--- src/rtl/bp_fe_queue_ckpt.sv ---
// bp_fe_queue_ckpt: FE queue producer end with speculative read and committed checkpoint pointers.
// Ports: clk_i/reset_i (sync active-high); fe_queue_i/fe_queue_v_i/fe_queue_ready_o enqueue side;
//        fe_queue_o/fe_queue_v_o/fe_queue_yumi_i head handshake; fe_queue_clr_i/deq_i/roll_i
//        speculative controls; rs1/rs2 addr+valid decoded from the head instruction.
// Optional: define BP_FE_QUEUE_BYPASS_EN for a zero-latency enqueue-to-head path when empty.
module bp_fe_queue_ckpt #(
  parameter int els_p = 8,
  parameter int width_p = 128,
  parameter int instr_lsb_p = 0,
  parameter int msg_type_bit_p = 127,
  parameter int reg_addr_width_p = 5
) (
  input  logic                        clk_i,
  input  logic                        reset_i,
  input  logic [width_p-1:0]          fe_queue_i,
  input  logic                        fe_queue_v_i,
  output logic                        fe_queue_ready_o,
  output logic [width_p-1:0]          fe_queue_o,
  output logic                        fe_queue_v_o,
  input  logic                        fe_queue_yumi_i,
  input  logic                        fe_queue_clr_i,
  input  logic                        fe_queue_deq_i,
  input  logic                        fe_queue_roll_i,
  output logic [reg_addr_width_p-1:0] rs1_addr_o,
  output logic                        rs1_v_o,
  output logic [reg_addr_width_p-1:0] rs2_addr_o,
  output logic                        rs2_v_o
);
  localparam int aw = $clog2(els_p);
  logic [width_p-1:0] mem [els_p];
  logic [aw:0] wptr, rptr, cptr, cptr_next;
  logic full, read_empty, enq, byp;
  // Occupancy is measured from the checkpoint: consumed-but-uncommitted entries still hold slots.
  assign full = (wptr[aw-1:0] == cptr[aw-1:0]) && (wptr[aw] != cptr[aw]);
  assign read_empty = rptr == wptr;
  assign fe_queue_ready_o = ~full;
  assign enq = fe_queue_v_i & fe_queue_ready_o;
  assign cptr_next = cptr + {{aw{1'b0}}, fe_queue_deq_i};
`ifdef BP_FE_QUEUE_BYPASS_EN
  assign byp = read_empty & enq & ~fe_queue_clr_i & ~fe_queue_roll_i;
`else
  assign byp = 1'b0;
`endif
  assign fe_queue_v_o = ~read_empty | byp;
  assign fe_queue_o = byp ? fe_queue_i : mem[rptr[aw-1:0]];
  assign rs1_addr_o = fe_queue_o[instr_lsb_p+15 +: reg_addr_width_p];
  assign rs2_addr_o = fe_queue_o[instr_lsb_p+20 +: reg_addr_width_p];
  assign rs1_v_o = fe_queue_v_o & fe_queue_o[msg_type_bit_p];
  assign rs2_v_o = rs1_v_o;
  always_ff @(posedge clk_i)
    if (enq & ~fe_queue_clr_i & ~reset_i)
      mem[wptr[aw-1:0]] <= fe_queue_i;
  // clr drops this cycle's enqueue and collapses both read pointers onto the write pointer.
  // roll rewinds the read pointer to the checkpoint including a same-cycle commit.
  always_ff @(posedge clk_i)
    if (reset_i) begin
      wptr <= '0;
      rptr <= '0;
      cptr <= '0;
    end else if (fe_queue_clr_i) begin
      rptr <= wptr;
      cptr <= wptr;
    end else begin
      wptr <= wptr + {{aw{1'b0}}, enq};
      cptr <= cptr_next;
      rptr <= fe_queue_roll_i ? cptr_next : rptr + {{aw{1'b0}}, fe_queue_yumi_i};
    end
  a_deq_legal: assert property (@(posedge clk_i) disable iff (reset_i)
    (fe_queue_deq_i & ~fe_queue_clr_i) |-> (cptr != rptr));
  a_yumi_legal: assert property (@(posedge clk_i) disable iff (reset_i)
    fe_queue_yumi_i |-> fe_queue_v_o);
endmodule

--- config.mk ---
export PLATFORM = sky130hd
export DESIGN_NAME = bp_fe_queue_ckpt
export DESIGN_NICKNAME = d
export VERILOG_FILES = /design/src/rtl/bp_fe_queue_ckpt.sv
export SDC_FILE = /design/constraint.sdc
export NUM_CORES = 1
export LEC_CHECK = 0
export CORE_UTILIZATION = 55
export DETAILED_ROUTE_END_ITERATION = 10
export GPL_TIMING_DRIVEN = 0
export MAX_ROUTING_LAYER = met4
export PLACE_DENSITY_LB_ADDON = 0.25
export SYNTH_ARGS = -nofsm -noshare
export SYNTH_HDL_FRONTEND = slang
export SYNTH_SLANG_ARGS = --single-unit
--- constraint.sdc ---
create_clock -name clk_i -period 16.7 [get_ports clk_i]
set_input_delay 4.175 -clock clk_i [delete_from_list [all_inputs] [get_ports clk_i]]
set_output_delay 4.175 -clock clk_i [all_outputs]
set_load 0.03 [all_outputs]
Yosys cells after proc, flatten, opt, wreduce, memory -nomap -nowiden --
Memory sizes are Yosys's and may differ from the RTL's. A register that Yosys moved wholly into a read port is not among the register bits. Index checks and enable logic that the tools add are counted. Widths: inputs -> output; s select.
Operators by class: $add $sub $neg 3, multipliers 0, divide/modulo/power cells 0, magnitude comparators 0, equal/unequal tests 3, shifts and indexed selects 0, muxes and demuxes 6, bitwise operators 8, reduce and logical (&&, ||, !) cells 1
Operators with widths (count):
- $add 4x1->4 | 3
- $mux 4 | 3
- $and 1x1->1 | 4
- $eq 4x4->1 | 1
- $not 1->1 | 4
- $eq 3x3->1 | 1
- $mux 3 | 1
- $mux 1 | 2
- $logic_and 1x1->1 | 1
- $ne 1x1->1 | 1
Storage, ports and cells: flip-flop bits (word level) 12, latch bits 0, RAM bits 1024, bits in read-only memories 0, input bits 135, output and inout port bits 142, logic and storage cells 25, memories 1
Memory list:
- mem | words 8, bits a word 128, read ports 1, clocked after memory_dff 1, wr ports 1, RTL line 30 | logic [width_p-1:0] mem [els_p];

Depth between registers and ports, before layout --
Gate-level depths: netlist of run 1.
depth after elaboration 8, mapped depth 9, mapped depth without buffers 8

Least setup slack after synthesis of run 1 --
No wires, ideal clock.
path type in2reg, from input fe_queue_clr_i, to memory mem[0][0], enable pin, library setup time 0.617 ns, arrival time 9.891 ns, required time 16.083 ns, path slack 6.192 ns, cell stages on the path 3, path buffers 0, cells stage by stage nor3b_1 -> nand2b_1 -> nor2_1
Between the ends: word-level cells in the longest chain between the ends 5
Ends and longest elaborated chain:
- start, declared | RTL line 21 | input logic fe_queue_clr_i,
- $not 1->1 | RTL line 51 | if (enq & ~fe_queue_clr_i & ~reset_i)
- $and 1x1->1 (2 in a row) | RTL line 51
- $mux 1 | RTL line 51
- $mux 1 (implied by the code) | RTL line 52 | mem[wptr[aw-1:0]] <= fe_queue_i;
- end, declared | RTL line 30
No other way between the ends.

==> results of run 1 <==
logic make-up after synthesis:
logic type,Yosys count,share of synthesized area (%)
flops,1036,78.7
mux,385,18.4
buf+inv,93,1.61
simple gates,45,0.566
compound gates,15,0.241
xor+xnor,14,0.311
fa+ha+maj,6,0.191
worst max-delay path, delay by kind of cell, from the launching register on:
kind     cells  cell delay [ns]
mux          2             0.70
buf+inv      4             2.17
flops        1             0.33
flip-flops by register name, summed over array words and instances (netlist names):
register / cells
mem: 1024
cptr: 4
rptr: 4
wptr: 4
path summary, 6_finish.rpt:
check	from	end	slack, ns
setup / recovery	rptr[1]	fe_queue_o[33]	8.67
hold / removal	wptr[3]	cptr[3]	0.57
setup reg to reg	wptr[0]	mem[0][87]	13.58
hold reg to reg	wptr[3]	cptr[3]	0.57
power groups by stage:
stage / clock network, mW / logic (mW) / registers (mW)
finish: 2.18 / 0.413 / 2.88
global route: 2.32 / 0.437 / 2.88
CTS: 2.22 / 0.419 / 2.88
detailed placement: 0 / 0.416 / 2.93
global placement: 0 / 0.405 / 2.94
floorplan: 0 / 0.239 / 2.94
cell usage in the layout (no fill, tap or decap), drive strengths merged, types with 8 or more instances in the layout:
| cell | instances |
|---|---|
| mux4 | 256 |
| clkinv | 43 |
| buf | 106 |
| diode | 15 |
| nand2 | 9 |
| nor2 | 14 |
| clkdlybuf4s50 | 275 |
| mux2 | 127 |
| dfxtp | 12 |
| a21oi | 8 |
| edfxtp | 1024 |
| clkbuf | 161 |
per-layer routing:
metal	wire length, um	part of all wire, %
met1	32500	39
met3	5280	6.4
met2	43100	52
met5	0	0
met4	1600	1.9
cell type report:
class	count	area, um^2	share of cell area (%)
Antenna cell	15	37.5	0.0790
Buffer	90	623	1.31
Clock buffer	135	2800	5.90
Clock inverter	54	408	0.859
Inverter	3	11.3	0.0237
Multi-Input combinational cell	465	7820	16.5
Sequential cell	1036	31000	65.3
Tap cell	940	1180	2.48
Timing Repair Buffer	317	3620	7.63
==> flow_metrics.env, run 1 <==
export IMPL_synth_top_area_share_pct=78.1
export IMPL_first_global_vias=19100
export IMPL_grt_pass1_wl_mm=123
export IMPL_place_area_um2=44200
export IMPL_drc=0
export IMPL_stdcell_count=3055
export IMPL_place_ws_ns=9.17
export IMPL_p_total_mw=5.47
export IMPL_io_buffers=275
export IMPL_finalCritPeriodShare_pct=48.1
export IMPL_reg2reg_depth=7
export IMPL_p_int_mw=4.33
export IMPL_drt_iter0_drc=1398
export IMPL_power_frac_clock_pct=39.9
export IMPL_area_growth_synth_to_final_pct=20.6
export IMPL_hold_path_class="flip-flop to flip-flop"
export IMPL_rsz0062_at_grt="no"
export IMPL_drive_above_1_share_pct=29.9
export IMPL_dp_cells=2851
export IMPL_crit_type="flip-flop to output pin"
export IMPL_drv_slew=0
export IMPL_cts_sinks=1036
export IMPL_crit_arrival_ns=3.86
export IMPL_p_leak_nw=14.7
export IMPL_critPathMaxStageDelay_ns=0.74
export IMPL_outcome="complete, no violations"
export IMPL_syn_cell_area_um2=39400
export IMPL_wire_per_inst_um=27.0
export IMPL_drv_cap=0
export IMPL_fmax_ghz=0.125
export IMPL_die_y_um=270
export IMPL_tritoncts="built"
export IMPL_grt_usage_pct=23.9
export IMPL_hold_depth=2
export IMPL_worstPathRequired_ns=12.52
export IMPL_finalHoldViolations=0
export IMPL_core_rowCount=97
export IMPL_period_needed_ns=8.03
export IMPL_use_met1_pct=29.9
export IMPL_grtUsageMet3_pct=5.29
export IMPL_synth_seq_cells=1036
export IMPL_hold_slack_ns=0.571
export IMPL_synth_area_leaders="edfxtp_1, mux4_2, mux2_2"
export IMPL_start_util_pct=56.0
export IMPL_slowest_stage="clkbuf_1"
export IMPL_cpMostUsedCell="clkbuf_1"
export IMPL_grt_overflow_total=0
export IMPL_core_um2=70400
export IMPL_hpwl_mm=50.6
export IMPL_cts_setup_buffers=0
export IMPL_fin_ws_ns=8.67
export IMPL_antenna_found_initial=15
export IMPL_power_share_sequential_pct=52.6
export IMPL_dr_pass1_iters=5
export IMPL_insertion_delay_ns=0.64
export IMPL_end_kind="output pin"
export IMPL_cts_hold_buf=0
export IMPL_htree_levels=3
export IMPL_netlist_cell_type_count=34
export IMPL_nFillCells=4305
export IMPL_clk_pin_slew_ns=0.06
export IMPL_grt_max_degree=27
export IMPL_cts_path_max_buffers=3
export IMPL_syn_nets=1735
export IMPL_worst_slew_margin_rel_pct=13.8
export IMPL_worstPathMaxFanout=10
export IMPL_ant_nets=0
export IMPL_cts_buffers=102
export IMPL_path_cells="buf_2 > clkbuf_1 > clkbuf_1 > mux4_2 > mux2_2 > clkdlybuf4s50_1"
export IMPL_ctsResizeCount=0
export IMPL_combPwrFrac_pct=7.5
export IMPL_async_flop_share_pct=0
export IMPL_synth_most_common_cell="edfxtp_1"
export IMPL_worst_pin_slew_ns=1.29
export IMPL_gp_congestion=0.777
export IMPL_vias=17900
export IMPL_die_area_um2=72700
export IMPL_ios=277
export IMPL_top_usage_layer="met2"
export IMPL_finalSetupTns_ns=0
export IMPL_vias_per_cell=5.85
export IMPL_crit_path_start_kind="flip-flop"
export IMPL_wl_mm=82.5
export IMPL_synth_edff_count=1024
export IMPL_grtUsageMet2_pct=39.7
export IMPL_irDropWorstVdd_uv=81.1
export IMPL_final_core_util_pct=67.5
export IMPL_setup_viol=0
export IMPL_synth_common_cells="edfxtp_1, mux4_2, mux2_2"
export IMPL_final_area_um2=47500
export IMPL_layout_nets=2156
export IMPL_die_w_um=270
export IMPL_swShare_pct=21.0
export IMPL_syn_instance_count=1594
export IMPL_ys_seq_area_share_pct=78.7
export IMPL_cts_root_buf="clkbuf_16"
export IMPL_yosys_warnings=0
export IMPL_finClkSkew_ns=0.0126
export IMPL_synth_flop_cell="edfxtp_1"
export IMPL_switching_power_mw=1.15
export IMPL_synth_avg_cell_area_um2=24.7
export IMPL_powerDensity_nw_per_um2=115
export IMPL_synth_largest_area_cell="edfxtp_1"
Power figures use the tool's default switching activity.
==> inputs of run 2 (changes only) <==
- CORE_UTILIZATION: 55 -> 53
- clock period: 16.7 -> 6.5 ns (I/O delays scaled with it)
==> run 2 against run 1 <==
  * The run now ends with design-rule violations left
  * Via count fell by 0.67%
  * Cell count rose by 0.46%
  * Total power rose to 2.6 times the previous value
  * Sequential power rose to 2.6 times the previous value
  * Die area rose by 3.7%
  * Non-clock buffer count rose by 2
  * Count of clock-buffer cells in the layout fell by 13
  * Worst hold slack improved by 0.0039 ns
  * First-iteration DRC count rose by 9.2%
  * Critical endpoint is now fe_queue_o[31]
  * Highest routed layer unchanged
  * Clock skew rose by 0.0095 ns
==> flow_metrics.env, run 2 (synthesis gave the netlist of run 1 again) <==
export IMPL_final_cell_mix="edfxtp_1, clkdlybuf4s50_1, mux4_2"
export IMPL_worstPathMaxFanout=10
export IMPL_path_cells="buf_2 > clkbuf_1 > clkbuf_1 > mux4_2 > mux2_2 > clkdlybuf4s50_1"
export IMPL_ant_nets=0
export IMPL_drive_above_1_share_pct=29.9
export IMPL_crit_path_start_kind="flip-flop"
export IMPL_ctsResizeCount=0
export IMPL_die_y_um=275
export IMPL_switching_power_mw=2.94
export IMPL_grt_overflow_total=0
export IMPL_crit_start="rptr[1]"
export IMPL_reg2reg_depth=7
export IMPL_largest_reg_flops=1024
export IMPL_end_kind="output pin"
export IMPL_power_frac_clock_pct=40.2
export IMPL_cpMostUsedCell="clkbuf_1"
export IMPL_crit_buf_inv=4
export IMPL_finClkSkew_ns=0.0221
export IMPL_cts_buffers=102
export IMPL_insertion_delay_ns=0.64
export IMPL_critPathMaxStageDelay_ns=0.84
export IMPL_io_buffers=275
export IMPL_cts_sinks=1036
export IMPL_area_growth_synth_to_final_pct=20.9
export IMPL_core_um2=73200
export IMPL_grt_max_degree=27
export IMPL_finalHoldViolations=0
export IMPL_vias=17800
export IMPL_p_total_mw=14.1
export IMPL_drv_cap=0
export IMPL_hpwl_mm=51.5
export IMPL_outcome="finished, violations left"
export IMPL_violations="design-rule violations"
export IMPL_r2r_slack_ns=3.39
export IMPL_worstPathRequired_ns=4.88
export IMPL_tritoncts="built"
export IMPL_hold_path_class="flip-flop to flip-flop"
export IMPL_worst_slew_margin_rel_pct=16.1
export IMPL_power_share_sequential_pct=52.3
export IMPL_multi_input_area_um2=7820
export IMPL_clk_pin_slew_ns=0.06
export IMPL_critPathTopFamily="buffers and inverters"
export IMPL_period_needed_ns=5.75
export IMPL_worst_pin_slew_ns=1.24
export IMPL_fmax_ghz=0.174
export IMPL_cts_setup_buffers=0
export IMPL_drt_iter0_drc=1527
export IMPL_slowest_stage="clkbuf_1"
export IMPL_layout_nets=2158
export IMPL_crit_type="flip-flop to output pin"
export IMPL_cts_hold_buf=0
export IMPL_vias_per_cell=5.79
export IMPL_swShare_pct=20.8
export IMPL_core_rowCount=99
export IMPL_wire_per_inst_um=26.8
export IMPL_nFillCells=4661
export IMPL_die_area_um2=75400
export IMPL_rr_endpoint="mem[1][55]"
export IMPL_p_int_mw=11.2
export IMPL_cts_path_max_buffers=3
export IMPL_ios=277
export IMPL_combPwrFrac_pct=7.5
export IMPL_first_global_vias=18700
export IMPL_gp_congestion=0.757
export IMPL_drc=26
export IMPL_wl_mm=82.3
export IMPL_powerDensity_nw_per_um2=297
export IMPL_htree_levels=3
export IMPL_start_util_pct=53.8
export IMPL_setup_worst_path_end="fe_queue_o[31]"
export IMPL_irDropWorstVdd_uv=258
export IMPL_grt_pass1_wl_mm=121
export IMPL_rr_startpoint="wptr[3]"
export IMPL_grt_usage_pct=23.0
export IMPL_worstSetupPathDepth=6
export IMPL_p_leak_nw=14.8
export IMPL_seq_area_um2=31000
export IMPL_die_w_um=275
export IMPL_crit_arrival_ns=4.12
export IMPL_dr_pass1_iters=10
export IMPL_mostFrequentLayoutCell="edfxtp_1"
export IMPL_rsz0062_at_grt="no"
export IMPL_finalCritPeriodShare_pct=88.5
export IMPL_drv_slew=0
export IMPL_setup_viol=0
export IMPL_antenna_found_initial=6
export IMPL_cts_root_buf="clkbuf_16"
export IMPL_finalSetupTns_ns=0
run 2: cell types whose count changed in the layout (fill, tap and decap cells not counted), sizes merged:
cell      delta
clkinvlp     -2
clkbuf      -13
buf          +2
bufinv       +4
clkinv      +13
inv          -1
diode        -8
run 2: power groups by stage:
| stage | Clock (mW) | Combinational (mW) | Sequential, mW |
|---|---|---|---|
| 3_3_place_gp | 0 | 1.04 | 7.54 |
| 5_1_grt | 6.04 | 1.12 | 7.39 |
| 4_1_cts | 5.79 | 1.08 | 7.39 |
| 6_report | 5.68 | 1.06 | 7.39 |
| 2_1_floorplan | 0 | 0.614 | 7.54 |
| 3_5_place_dp | 0 | 1.07 | 7.53 |
run 2: final cells by class:
| type | count | share of cell area, % |
|---|---|---|
| Sequential cell | 1036 | 65.1 |
| Clock buffer | 122 | 5.65 |
| Clock inverter | 68 | 1.21 |
| Antenna cell | 7 | 0.0368 |
| Buffer | 90 | 1.31 |
| Timing Repair Buffer | 319 | 7.74 |
| Multi-Input combinational cell | 465 | 16.4 |
| Inverter | 3 | 0.0236 |
| Tap cell | 959 | 2.52 |
run 2: how the worst min path moves through the flow:
stage | startpoint | endpoint | slack (ns) | cells past startpoint
CTS | wptr[3] | cptr[3] | 0.57 | 2
global route | wptr[3] | cptr[3] | 0.61 | 2
floorplan | wptr[3] | cptr[3] | 0.51 | 2
detailed placement | wptr[3] | cptr[3] | 0.57 | 2
global placement | wptr[3] | cptr[3] | 0.55 | 2
finish | wptr[3] | cptr[3] | 0.58 | 2
run 2: layer usage:
metal,GRT usage (%),vias to the layer above,routed length [um]
met5,-,-,0
met4,5.57,0,1360
met3,4.16,102,4620
met2,38.6,499,43500
met1,29.4,9478,32800
li1,-,7685,-
run 2: stage by stage:
| stage | cells | hold slack [ns] | utilization [%] | area, um^2 | setup WS, ns |
|---|---|---|---|---|---|
| after global routing | 3068 | 0.609 | 65.0 | 47600 | 0.625 |
| after CTS | 3062 | 0.575 | 65.0 | 47600 | 0.605 |
| final | 3069 | 0.575 | 65.0 | 47600 | 0.751 |
| after detailed placement | 2872 | 0.572 | 60.6 | 44300 | 1.30 |
| after floorplan | 1594 | 0.511 | - | 39400 | -1.46 |
| after global placement | 2828 | 0.551 | 59.2 | 43300 | -8.01 |
run 2: worst min-delay path: stages (launching register included):
cell	delay (ns)
dfxtp_1	0.36
nand2_1	0.11
a21oi_1	0.07
